## src/rtl/ibex_md_issue_ctrl.sv

```systemverilog
// Issue/writeback controller in front of ibex_multdiv_fast: latches one RV32M
// request, holds the multdiv enables and imd_val state, and buffers the result for writeback.
module ibex_md_issue_ctrl #(
    parameter int unsigned RdWidth    = 5,
    parameter bit          DropRdZero = 1'b1
) (
    input  logic               clk_i,
    input  logic               rst_ni,
    input  logic               req_valid_i,
    output logic               req_ready_o,
    input  logic [2:0]         req_funct3_i,
    input  logic [31:0]        req_op_a_i,
    input  logic [31:0]        req_op_b_i,
    input  logic [RdWidth-1:0] req_rd_i,
    input  logic               flush_i,
    output logic               md_mult_en_o,
    output logic               md_div_en_o,
    output logic               md_mult_sel_o,
    output logic               md_div_sel_o,
    output logic [1:0]         md_operator_o,
    output logic [1:0]         md_signed_mode_o,
    output logic [31:0]        md_op_a_o,
    output logic [31:0]        md_op_b_o,
    input  logic [67:0]        md_imd_val_d_i,
    input  logic [1:0]         md_imd_val_we_i,
    output logic [67:0]        md_imd_val_q_o,
    output logic               md_ready_id_o,
    input  logic [31:0]        md_result_i,
    input  logic               md_valid_i,
    output logic               wb_valid_o,
    input  logic               wb_ready_i,
    output logic [RdWidth-1:0] wb_rd_o,
    output logic [31:0]        wb_data_o,
    output logic               busy_o
);

    typedef enum logic [1:0] {
        IDLE = 2'b00,
        BUSY = 2'b01,
        RESP = 2'b10
    } state_e;

    // Returns {operator, signed_mode} for an RV32M funct3.
    function automatic logic [3:0] decode_funct3(input logic [2:0] f3);
        logic [3:0] dec;
        case (f3)
            3'b000:  dec = {2'd0, 2'b00};  // MUL
            3'b001:  dec = {2'd1, 2'b11};  // MULH
            3'b010:  dec = {2'd1, 2'b01};  // MULHSU
            3'b011:  dec = {2'd1, 2'b00};  // MULHU
            3'b100:  dec = {2'd2, 2'b11};  // DIV
            3'b101:  dec = {2'd2, 2'b00};  // DIVU
            3'b110:  dec = {2'd3, 2'b11};  // REM
            3'b111:  dec = {2'd3, 2'b00};  // REMU
            default: dec = 4'b0000;
        endcase
        return dec;
    endfunction

    state_e             r_state;
    logic               r_mult_en;
    logic               r_div_en;
    logic               r_ready_id;
    logic               r_wb_valid;
    logic               r_busy;
    logic               r_drop;
    logic [31:0]        r_wb_data;
    logic [RdWidth-1:0] r_wb_rd;
    logic [31:0]        r_op_a;
    logic [31:0]        r_op_b;
    logic [RdWidth-1:0] r_rd;
    logic [1:0]         r_operator;
    logic [1:0]         r_signed_mode;
    logic [67:0]        r_imd_val;

    logic               w_accept;
    logic [3:0]         w_dec;
    logic               w_rd_zero;
    logic               w_is_mult_req;

    // A new request may enter from IDLE, or from RESP in the cycle the result drains.
    assign req_ready_o   = ~flush_i & ((r_state == IDLE) | ((r_state == RESP) & wb_ready_i));
    assign w_accept      = req_valid_i & req_ready_o;
    assign w_dec         = decode_funct3(req_funct3_i);
    assign w_is_mult_req = ~req_funct3_i[2];
    assign w_rd_zero     = (r_rd == {RdWidth{1'b0}});

    // Control FSM; all handshake and enable outputs are registered here.
    always_ff @(posedge clk_i or negedge rst_ni) begin
        if (!rst_ni) begin
            r_state    <= IDLE;
            r_mult_en  <= 1'b0;
            r_div_en   <= 1'b0;
            r_ready_id <= 1'b0;
            r_wb_valid <= 1'b0;
            r_busy     <= 1'b0;
            r_drop     <= 1'b0;
            r_wb_data  <= 32'h0000_0000;
            r_wb_rd    <= {RdWidth{1'b0}};
        end else begin
            case (r_state)
                IDLE: begin
                    if (w_accept) begin
                        r_state    <= BUSY;
                        r_mult_en  <= w_is_mult_req;
                        r_div_en   <= ~w_is_mult_req;
                        r_ready_id <= 1'b1;
                        r_busy     <= 1'b1;
                    end
                end
                BUSY: begin
                    // Enables stay up through a flush so multdiv walks back to its idle state.
                    if (md_valid_i) begin
                        r_mult_en  <= 1'b0;
                        r_div_en   <= 1'b0;
                        r_ready_id <= 1'b0;
                        r_drop     <= 1'b0;
                        if (r_drop | flush_i | (DropRdZero & w_rd_zero)) begin
                            r_state <= IDLE;
                            r_busy  <= 1'b0;
                        end else begin
                            r_state    <= RESP;
                            r_wb_valid <= 1'b1;
                            r_wb_data  <= md_result_i;
                            r_wb_rd    <= r_rd;
                        end
                    end else if (flush_i) begin
                        r_drop <= 1'b1;
                    end
                end
                RESP: begin
                    if (flush_i) begin
                        r_state    <= IDLE;
                        r_wb_valid <= 1'b0;
                        r_busy     <= 1'b0;
                    end else if (wb_ready_i) begin
                        r_wb_valid <= 1'b0;
                        if (w_accept) begin
                            r_state    <= BUSY;
                            r_mult_en  <= w_is_mult_req;
                            r_div_en   <= ~w_is_mult_req;
                            r_ready_id <= 1'b1;
                        end else begin
                            r_state <= IDLE;
                            r_busy  <= 1'b0;
                        end
                    end
                end
                default: begin
                    r_state    <= IDLE;
                    r_mult_en  <= 1'b0;
                    r_div_en   <= 1'b0;
                    r_ready_id <= 1'b0;
                    r_wb_valid <= 1'b0;
                    r_busy     <= 1'b0;
                    r_drop     <= 1'b0;
                end
            endcase
        end
    end

    // Request capture: operands, destination and decoded operation.
    always_ff @(posedge clk_i or negedge rst_ni) begin
        if (!rst_ni) begin
            r_op_a        <= 32'h0000_0000;
            r_op_b        <= 32'h0000_0000;
            r_rd          <= {RdWidth{1'b0}};
            r_operator    <= 2'b00;
            r_signed_mode <= 2'b00;
        end else if (w_accept) begin
            r_op_a        <= req_op_a_i;
            r_op_b        <= req_op_b_i;
            r_rd          <= req_rd_i;
            r_operator    <= w_dec[3:2];
            r_signed_mode <= w_dec[1:0];
        end
    end

    // Intermediate-value storage; each half has its own write enable.
    always_ff @(posedge clk_i or negedge rst_ni) begin
        if (!rst_ni) begin
            r_imd_val <= 68'h0;
        end else begin
            if (md_imd_val_we_i[0]) begin
                r_imd_val[34+:34] <= md_imd_val_d_i[34+:34];
            end
            if (md_imd_val_we_i[1]) begin
                r_imd_val[0+:34] <= md_imd_val_d_i[0+:34];
            end
        end
    end

    assign md_mult_en_o     = r_mult_en;
    assign md_div_en_o      = r_div_en;
    assign md_mult_sel_o    = r_mult_en;
    assign md_div_sel_o     = r_div_en;
    assign md_operator_o    = r_operator;
    assign md_signed_mode_o = r_signed_mode;
    assign md_op_a_o        = r_op_a;
    assign md_op_b_o        = r_op_b;
    assign md_imd_val_q_o   = r_imd_val;
    assign md_ready_id_o    = r_ready_id;
    assign wb_valid_o       = r_wb_valid;
    assign wb_rd_o          = r_wb_rd;
    assign wb_data_o        = r_wb_data;
    assign busy_o           = r_busy;

endmodule

```

## config.mk

```make
export PLATFORM = sky130hd
export DESIGN_NAME = ibex_md_issue_ctrl
export DESIGN_NICKNAME = d
export VERILOG_FILES = /design/src/rtl/ibex_md_issue_ctrl.sv
export SDC_FILE = /design/constraint.sdc
export NUM_CORES = 1
export LEC_CHECK = 0
export ABC_AREA = 1
export CORE_AREA = 2 2 139 141
export CTS_BUF_LIST = sky130_fd_sc_hd__clkbuf_4 sky130_fd_sc_hd__clkbuf_8
export CTS_CLUSTER_SIZE = 30
export DETAILED_ROUTE_END_ITERATION = 8
export DIE_AREA = 0 0 141 143
export PLACE_DENSITY_LB_ADDON = 0.25
export REMOVE_ABC_BUFFERS = 1
export SYNTH_ARGS = -nofsm -noshare
export SYNTH_HDL_FRONTEND = slang
export SYNTH_SLANG_ARGS = --single-unit
```

## constraint.sdc

```tcl
create_clock -name clk_i -period 1.8 [get_ports clk_i]
set_clock_uncertainty 0.15 [all_clocks]
set_input_delay 0.18 -clock clk_i [delete_from_list [all_inputs] [get_ports clk_i]]
set_output_delay 0.18 -clock clk_i [all_outputs]
set_load 0.02 [all_outputs]
```

==> reports/qor.yml, run 1 <==
status: "complete, no violations"
synth_mux_area_share_pct: 10.7
tightestPinTransition_ns: 0.430
cellPowerDensity_nw_per_um2: 1140
wl_per_cell_um: 15.9
dp_hpwl_um: 14900
first_global_vias: 6016
synth_compound_area_share_pct: 0.911
p_leak_uw: 0.00645
drtPass1Iterations: 4
synth_fa_ha_area_share_pct: 0.350
fillers: 1587
area.growth.synth_to_final_pct: 63.2
fin_crit_ns: 1.74
drtIter0Drc: 209
final_hold_viol_count: 0
critical_path_class: "register to output pin"
syn_inst: 673
gr-usage-all-layers_pct: 20.5
fmax_mhz: 576
r2r_slack_ns: 0.19
port_buffers: 360
clk_pin_slew_ns: 0.11
synthTopCellsByCount: "nand2_1 (340), dfrtp_1 (186), mux2_2 (68)"
relSlewSlack_pct: 71.4
ios: 361
critPathLaunch: "md_imd_val_q_o[34]$_DFFE_PN0P_"
cp-endpoint: "md_imd_val_q_o[34]"
synth_area_per_cell_um2: 10.6
r2r-end: "busy_o$_DFFE_PN0P_"
worst-endpoint-arrival_ns: 1.41
start_util_pct: 38.5
vias: 5863
fin_tns_setup_ns: 0
overflow: 0
drv_cap: 0
cts-buffers-inserted: 17
cp-end-kind: "output pin"
synth_warnings: 0
slew_viol_final: 0
crit_slowest_cell: "clkdlybuf4s50_1"
die_width_um: 141
drcViolationCount: 0
start_kind: "register"
seq_area_frac_synth_pct: 65.1
cts_htree_levels: 4
fin_nets: 1223
syn_area_um2: 7140
core_area_um2: 18600
critPathRequiredTime_ns: 1.47
die_height_um: 143
synth_top_family_by_area: "simple AND/OR/NAND/NOR gates"
antenna_left: 0
final_core_util_pct: 62.7
grt_pass1_wl_um: 32200
vias_per_cell: 4.55
cts-root-buf: "clkbuf_8"
synth-edff-count: 0
diodes: 0
max_stage_delay_ns: 0.60
ys_async_sr_fraction_pct: 100
synth.most_common_cell: "nand2_1"
grt_max_degree: 56
critPathBufInv: 1
place_area_um2: 11200
gp_congestion: 0.782
synthDistinctLibCells: 24
synthTopCellsByArea: "dfrtp_1 (65%), nand2_1 (18%), mux2_2 (11%), buf_2 (1.1%), inv_1 (0.68%)"
cp_top_family: "buffers and inverters"
rr_startpoint: "r_state[1]$_DFFE_PN0P_"
synth_ff_type: "dfrtp_1"
final_cell_area_um2: 11700
clk_latency_ns: 0.45
vdd_drop_max_mv: 0.552
worstPathMaxFanout: 2
cts_tree: "built"
hp-class: "input pin to asynchronous set/reset pin"
cts.path.max_buffers: 2
drive_gt1_share_pct: 12.3
row_count: 50
drt-total-wl_um: 20500
cp_cell_sequence: "clkdlybuf4s50_1"
rsz0062_at_grt: "no"
post-synth-top-area-cell: "dfrtp_1"
cp_num_cells: 1
finalCritPeriodShare_pct: 96.5
die_area_um2: 20200
worst_r2r_path_depth: 6
cts.sinks: 186
synthSimpleGateAreaFrac_pct: 19.5
synth-xor-area-share_pct: 0
yosysTopAreaCellShare_pct: 65.1
antenna_found_initial: 0
ys_ff_latch: 186
setup_violations: 0
-- per-layer routing --
metal / GRT usage, % / wire length [um] / part of all wire [%]
met1: 23.3 / 7810 / 38
met2: 35.4 / 10300 / 50
met3: 8.05 / 1920 / 9.4
met4: 7.37 / 406 / 2.0
met5: 0 / 0 / 0
-- worst min path at each step --
stage / from / endpoint / slack (ns)
CTS: req_op_b_i[31] / md_op_b_o[31]$_DFFE_PN0P_ / 0.05
floorplan: rst_ni / busy_o$_DFFE_PN0P_ / -0.27
detailed placement: rst_ni / md_imd_val_q_o[33]$_DFFE_PN0P_ / 0.02
global placement: rst_ni / md_imd_val_q_o[5]$_DFFE_PN0P_ / 0.02
finish: rst_ni / md_op_b_o[29]$_DFFE_PN0P_ / 0.06
global route: rst_ni / md_imd_val_q_o[33]$_DFFE_PN0P_ / 0.06
-- final cells by class --
| type | instances | area (um^2) | area share, % |
|---|---|---|---|
| timing repair buffer | 381 | 3960 | 33.9 |
| clock inverter | 12 | 174 | 1.49 |
| tap | 234 | 293 | 2.51 |
| inverter | 15 | 56.3 | 0.483 |
| clock buffer | 20 | 269 | 2.31 |
| multi-input combinational | 440 | 2250 | 19.3 |
| sequential | 186 | 4660 | 39.9 |
-- report_power, final --
group          internal (uW)  total [uW]  switching, uW
combinational           2020        4540           2520
sequential              5150        5660            509
clock                   1510        3100           1590
-- sequential cells by signal, indices dropped and copies added (netlist names) --
register and flops:
md_imd_val_q_o 68, md_op_a_o 32, md_op_b_o 32, wb_data_o 32, r_rd 5, wb_rd_o 5
md_operator_o 2, md_signed_mode_o 2, r_state 2, busy_o 1, md_div_en_o 1, md_mult_en_o 1
md_ready_id_o 1, r_drop 1, wb_valid_o 1
-- cells in the final DEF (no fill, tap or decap), types with 2 or more instances in the layout --
cell type,count
o21ai_0,5
nand3_2,2
buf_4,9
inv_2,2
clkbuf_8,20
o21a_1,2
nor2_1,8
nand2_1,340
dfrtp_1,185
clkdlybuf4s50_1,179
inv_6,5
dlygate4sd2_1,104
clkinv_4,2
mux2_2,68
buf_12,11
bufinv_16,3
inv_8,2
ha_1,2
o211ai_1,2
nand3_1,4
dlymetal6s2s_1,75
inv_1,13
-- logic make-up after synthesis --
logic type	Yosys count
adders and majority gates	2
muxes	68
buffers and inverters	47
and+or+nand+nor	359
DFF	186
AOI/OAI and AO/OA	11
-- through the flow --
step	hold WS, ns	setup WS, ns	total power [uW]	cells
final	0.0619	0.0626	13300	1288
after global routing	0.0622	0.00310	14100	1288
after CTS	0.0526	0.000724	13500	1288
after detailed placement	0.0245	-0.0534	10800	1255
after global placement	0.0221	-0.0213	10800	1255
after floorplan	-0.266	-0.983	7880	641
-- timing repair --
item | CTS | global route
endpoints found under the setup margin | 105 | 76
cloned | 0 | 0
hold buffers | 1 | 0
endpoints found under the hold margin | 186 | 0
setup buffers | 0 | 0
gates resized for setup | 107 | 76
No activity file was read; power rests on OpenSTA's default activity.
==> run 2, diff against run 1 <==
Clock period 1.8 ns to 1.6 ns, I/O delays scaled along.
==> run 2 against run 1 <==
  * Count of clock-buffer cells in the layout down 3
  * Total power grew 9.2%
  * Global-route usage down 0.25 points
  * Worst setup slack got worse by 0.049 ns
  * Via count rose by 1.1%
  * First-iteration DRC count is 1.9% higher
  * Cell count up 1.1%
  * Core utilization shrank 0.40 points
  * Combinational power up 11%
  * Sequential share of layout area up 0.24 points
  * Critical path depth increased by 7
  * Largest power group unchanged
  * Highest routed layer unchanged
==> reports/qor.yml, run 2 (synthesis gave the netlist of run 1 again) <==
diodes: 0  # unchanged
cts-root-buf: "clkbuf_8"
hold_slack_ns: 0.0281  # -0.0338 ns
hp-class: "input pin to asynchronous set/reset pin"
grt_most_used_layer: "met2"
p_leak_uw: 0.00587  # -9.0%
core_area_um2: 18600  # unchanged
p_int_uw: 9240  # +6.4%
first_global_vias: 6003  # -0.22%
die_height_um: 143  # unchanged
cp-end-kind: "register"
cts.sinks: 186  # unchanged
drtIter0Drc: 213  # +1.9%
drt-total-wl_um: 21000  # +2.5%
worst-endpoint-arrival_ns: 1.78  # +0.37 ns
gr-usage-all-layers_pct: 20.3  # -0.25 points
use_met1_pct: 22.6  # -0.73 points
cellPowerDensity_nw_per_um2: 1250  # +9.9%
setup_violations: 0  # unchanged
use_met2_pct: 35.5  # +0.10 points
place_area_um2: 11200  # +0.76%
fin_nets: 1238  # +1.2%
fmax_mhz: 630
rsz0062_at_grt: "yes"
drcViolationCount: 0  # unchanged
cts-buffers-inserted: 17  # unchanged
final_common_cell: "nand2_1"
clk_pin_slew_ns: 0.11  # about the same
cts_htree_levels: 4  # unchanged
critPathRequiredTime_ns: 1.79  # +0.32 ns
clkPwrFrac_pct: 21.0  # -2.3 points
gp_congestion: 0.791  # +1.0%
drv_cap: 0  # unchanged
mostFrequentLayoutCells: "nand2_1 (319), dfrtp_1 (186), dlygate4sd2_1 (180)"
ios: 361  # unchanged
worstPathMaxFanout: 10  # +8
largest_reg_flops: 68  # unchanged
final_hold_viol_count: 0  # unchanged
grt_pass1_wl_um: 31800  # -1.1%
antenna_found_initial: 0  # unchanged
relSlewSlack_pct: 74.2  # +2.8 points
start_util_pct: 38.5  # unchanged
antenna_left: 0  # unchanged
drtPass1Iterations: 4  # unchanged
row_count: 50  # unchanged
fin_crit_ns: 1.59
clk_latency_ns: 0.45  # about the same
overflow: 0  # unchanged
cts_tree: "built"
grt_max_degree: 45  # -20%
die_area_um2: 20200  # unchanged
final_cell_area_um2: 11600  # -0.63%
cts.path.max_buffers: 2  # unchanged
status: "complete, no violations"
pwr-share-comb_pct: 34.8  # +0.7 points
start_kind: "register"
vdd_drop_max_mv: 0.681  # +23%
area.growth.synth_to_final_pct: 62.1
slew_viol_final: 0  # unchanged
power_switching_uw: 5280  # +14%
use_met3_pct: 8.22  # +0.17 points
p_sw_share_pct: 36.4  # +1.6 points
dp_hpwl_um: 15400  # +3.4%
seq_power_share_pct: 44.2  # +1.6 points
wl_per_cell_um: 16.1  # +1.4%
tightestPinTransition_ns: 0.387  # -0.0424 ns
vias_per_cell: 4.55  # about the same
critical_path_class: "register to register"
die_width_um: 141  # unchanged
port_buffers: 360  # unchanged
finalCritPeriodShare_pct: 99.1
fillers: 1658  # +4.5%
drive_gt1_share_pct: 15.7  # +3.4 points
vias: 5928  # +1.1%
run 2: cell types whose count changed in the layout (fill, tap and decap cells not counted), sizes merged, moves of 2 or more:
cell	change
buf	+14
bufinv	-2
clkbuf	-2
clkinv	+2
clkinvlp	+3
dlygate4sd2	+76
dlymetal6s2s	-75
run 2: through the flow:
step	power, uW	utilization (%)	setup slack, ns	std cells	TNS [ns]
2_1_floorplan	8870	-	-1.18	641	-99.21
3_3_place_gp	12100	60.5	-0.193	1263	-15.08
3_5_place_dp	12200	60.5	-0.217	1263	-17.18
4_1_cts	14500	61.3	-0.116	1295	-0.116
5_1_grt	15400	62.3	-0.0444	1302	-0.668
6_report	14500	62.3	0.0137	1302	0
run 2: path summary, 6_finish.rpt:
path                       cells past startpoint                        endpoint              startpoint  slack (ns)
max                                            8       wb_data_o[21]$_DFFE_PN0P_  r_state[0]$_DFFE_PN0P_        0.01
min                                            2  md_imd_val_q_o[27]$_DFFE_PN0P_                  rst_ni        0.03
max reg2reg                                    8       wb_data_o[21]$_DFFE_PN0P_  r_state[0]$_DFFE_PN0P_        0.01
min reg2reg                                    2          wb_rd_o[0]$_DFFE_PN0P_     r_rd[0]$_DFFE_PN0P_        0.33
max in group asynchronous                      3       md_op_b_o[13]$_DFFE_PN0P_                  rst_ni        0.66
min in group clk_i                             3       md_op_a_o[29]$_DFFE_PN0P_          req_op_a_i[29]        0.07
run 2: timing repair:
| action | in CTS | in global routing |
|---|---|---|
| gates cloned | 0 | 5 |
| setup buffers | 0 | 2 |
| pin swaps | 0 | 10 |
| setup endpoints to repair | 181 | 28 |
| hold buffers | 1 | 0 |
| gates resized for setup | 183 | 33 |
| endpoints found under the hold margin | 186 | 0 |
run 2: metal layers:
layer,wire [um],up-vias
li1,-,2862
met1,7680,2791
met2,10700,246
met3,2070,29
met4,487,0
met5,0,-
run 2: layout make-up:
cell class | count | area (um^2) | share of cell area, %
clock buffers | 17 | 234 | 2.02
clock inverters | 14 | 140 | 1.21
inverters | 15 | 56.3 | 0.486
multi-input cells | 440 | 2330 | 20.1
flip-flops and latches | 186 | 4650 | 40.2
well taps | 234 | 293 | 2.53
repair buffers | 396 | 3880 | 33.5
run 2: power groups by stage:
stage	clock network, uW	logic, uW	registers, uW
global placement	0	5670	6470
floorplan	0	1080	7790
detailed placement	0	5740	6490
CTS	3150	4980	6380
finish	3050	5050	6420
global route	3330	5450	6570
run 2: worst max-delay path, cell delays in order (launching register included):
cell	delay, ns
dfrtp_1	0.43
buf_6	0.13
inv_2	0.04
nor2_4	0.12
nand4_1	0.15
buf_6	0.19
buf_12	0.15
nand2_2	0.07
nand2_2	0.05
==> run 3, diff against run 2 <==
Settings changed: PLACE_DENSITY set to 0.77, PLACE_DENSITY_LB_ADDON 0.25 to unset.
==> run 3 against run 2 <==
  * Maximum frequency rose by 3.2%
  * Critical path depth shrank 1
  * Non-clock buffer count decreased by 9
  * Clock power barely moved
  * Sequential share of layout area up 0.61 points
  * Via count rose by 1.0%
  * Global-route usage about the same
==> reports/qor.yml, run 3 (synthesis gave the netlist of run 1 again) <==
status: "complete, no violations"
final_hold_viol_count: 0  # unchanged
finalCritPeriodShare_pct: 96.1  # -3.1 points
p_leak_uw: 0.00580  # -1.2%
hp-class: "input pin to asynchronous set/reset pin"
cts.path.max_buffers: 2  # unchanged
slew_viol_final: 0  # unchanged
drive_gt1_share_pct: 12.8  # -2.9 points
core_area_um2: 18600  # unchanged
cp_top_family: "buffers and inverters"
cellPowerDensity_nw_per_um2: 1260  # +0.54%
drtPass1Iterations: 4  # unchanged
die_area_um2: 20200  # unchanged
diodes: 0  # unchanged
crit_slowest_cell: "dfrtp_1"
critPathRequiredTime_ns: 1.80  # about the same
cts_htree_levels: 4  # unchanged
gr-usage-all-layers_pct: 20.3  # +0.035 points
dp_hpwl_um: 15700  # +1.9%
relSlewSlack_pct: 76.7  # +2.5 points
cp-end-kind: "register"
grt_pass1_wl_um: 31900  # +0.11%
clk_pin_slew_ns: 0.10  # about the same
instances_no_fill: 1294  # -0.61%
max_stage_delay_ns: 0.42  # about the same
ios: 361  # unchanged
critical_path_class: "register to register"
grt_max_degree: 44  # -2.2%
worstPathMaxFanout: 30  # +20
dp_cells: 1259  # -0.32%
fmax_mhz: 651  # +3.2%
port_buffers: 360  # unchanged
antenna_found_initial: 0  # unchanged
drtIter0Drc: 182  # -15%
final_common_cell: "nand2_1"
drcViolationCount: 0  # unchanged
place_area_um2: 11200  # -0.33%
start_kind: "register"
worst-endpoint-arrival_ns: 1.73  # -0.05 ns
mostFrequentLayoutCells: "nand2_1 (339), dfrtp_1 (186), clkdlybuf4s50_1 (178)"
drv_cap: 0  # unchanged
cts-buffers-inserted: 17  # unchanged
tightestPinTransition_ns: 0.349  # -0.0381 ns
vias_per_cell: 4.63  # +1.7%
first_global_vias: 6074  # +1.2%
vdd_drop_max_mv: 0.644  # -5.4%
clk_latency_ns: 0.44  # about the same
largest_reg_flops: 68  # unchanged
die_height_um: 143  # unchanged
cts_tree: "built"
antenna_left: 0  # unchanged
cp_cell_sequence: "nor2_4, buf_4, nand3_4, buf_4, buf_12, nand2_1, nand2_1"
row_count: 50  # unchanged
drt-total-wl_um: 20700  # -1.1%
overflow: 0  # unchanged
wl_per_cell_um: 16.0  # -0.54%
vias: 5990  # +1.0%
gp_congestion: 0.837  # +5.8%
hold_slack_ns: 0.0387  # +0.0107 ns
p_total_uw: 14400  # -0.96%
fin_nets: 1229  # -0.73%
setup_violations: 0  # unchanged
die_width_um: 141  # unchanged
start_util_pct: 38.5  # unchanged
cts-root-buf: "clkbuf_8"
fin_crit_ns: 1.54  # -0.0493 ns
cts.sinks: 186  # unchanged
final_cell_area_um2: 11400  # -1.5%
critPathBufInv: 3  # -1
area.growth.synth_to_final_pct: 59.7
-- run 3: final cells by class --
class	count	area, um^2
fillers	1613	7170
flip-flops and latches	186	4650
repair buffers	387	3740
multi-input cells	440	2280
well taps	234	293
clock buffers	19	262
clock inverters	13	126
inverters	15	56.3
-- run 3: repair_timing --
item	4_1_cts	5_1_grt
pin swaps	0	2
buffers inserted	0	1
hold buffers	2	0
endpoints found under the setup margin	181	6
endpoints found under the hold margin	186	0
gates resized for setup	184	9
-- run 3: path summary, 6_finish.rpt --
kind / start / endpoint / slack [ns] / cells after the start
worst max-delay path: r_state[0]$_DFFE_PN0P_ / md_op_b_o[18]$_DFFE_PN0P_ / 0.06 / 7
worst min-delay path: rst_ni / md_imd_val_q_o[23]$_DFFE_PN0P_ / 0.04 / 2
worst max register to register: r_state[0]$_DFFE_PN0P_ / md_op_b_o[18]$_DFFE_PN0P_ / 0.06 / 7
worst min register to register: wb_rd_o[4]$_DFFE_PN0P_ / wb_rd_o[4]$_DFFE_PN0P_ / 0.33 / 2
max in group asynchronous: rst_ni / md_imd_val_q_o[7]$_DFFE_PN0P_ / 0.25 / 3
min in group clk_i: req_op_a_i[3] / md_op_a_o[3]$_DFFE_PN0P_ / 0.08 / 3
-- run 3: report_power, final --
| group | internal [uW] | switching [uW] |
|---|---|---|
| combinational | 2090 | 2830 |
| clock | 1240 | 1850 |
| sequential | 5790 | 582 |
-- run 3: through the flow --
| stage | util, % | worst slack, ns | TNS [ns] |
|---|---|---|---|
| floorplan | - | -1.18 | -99.21 |
| global placement | 60.3 | -0.223 | -8.87 |
| detailed placement | 60.3 | -0.224 | -11.71 |
| CTS | 61.3 | -0.114 | -0.114 |
| global route | 61.4 | -0.00648 | -0.00874 |
| finish | 61.4 | 0.0630 | 0 |
-- run 3: per-layer routing --
| metal | vias up | wire (um) | track usage, % |
|---|---|---|---|
| met4 | 0 | 539 | 7.89 |
| met3 | 34 | 1670 | 6.77 |
| li1 | 2857 | - | - |
| met5 | - | 0 | 0 |
| met1 | 2838 | 7970 | 23.8 |
| met2 | 261 | 10500 | 34.8 |
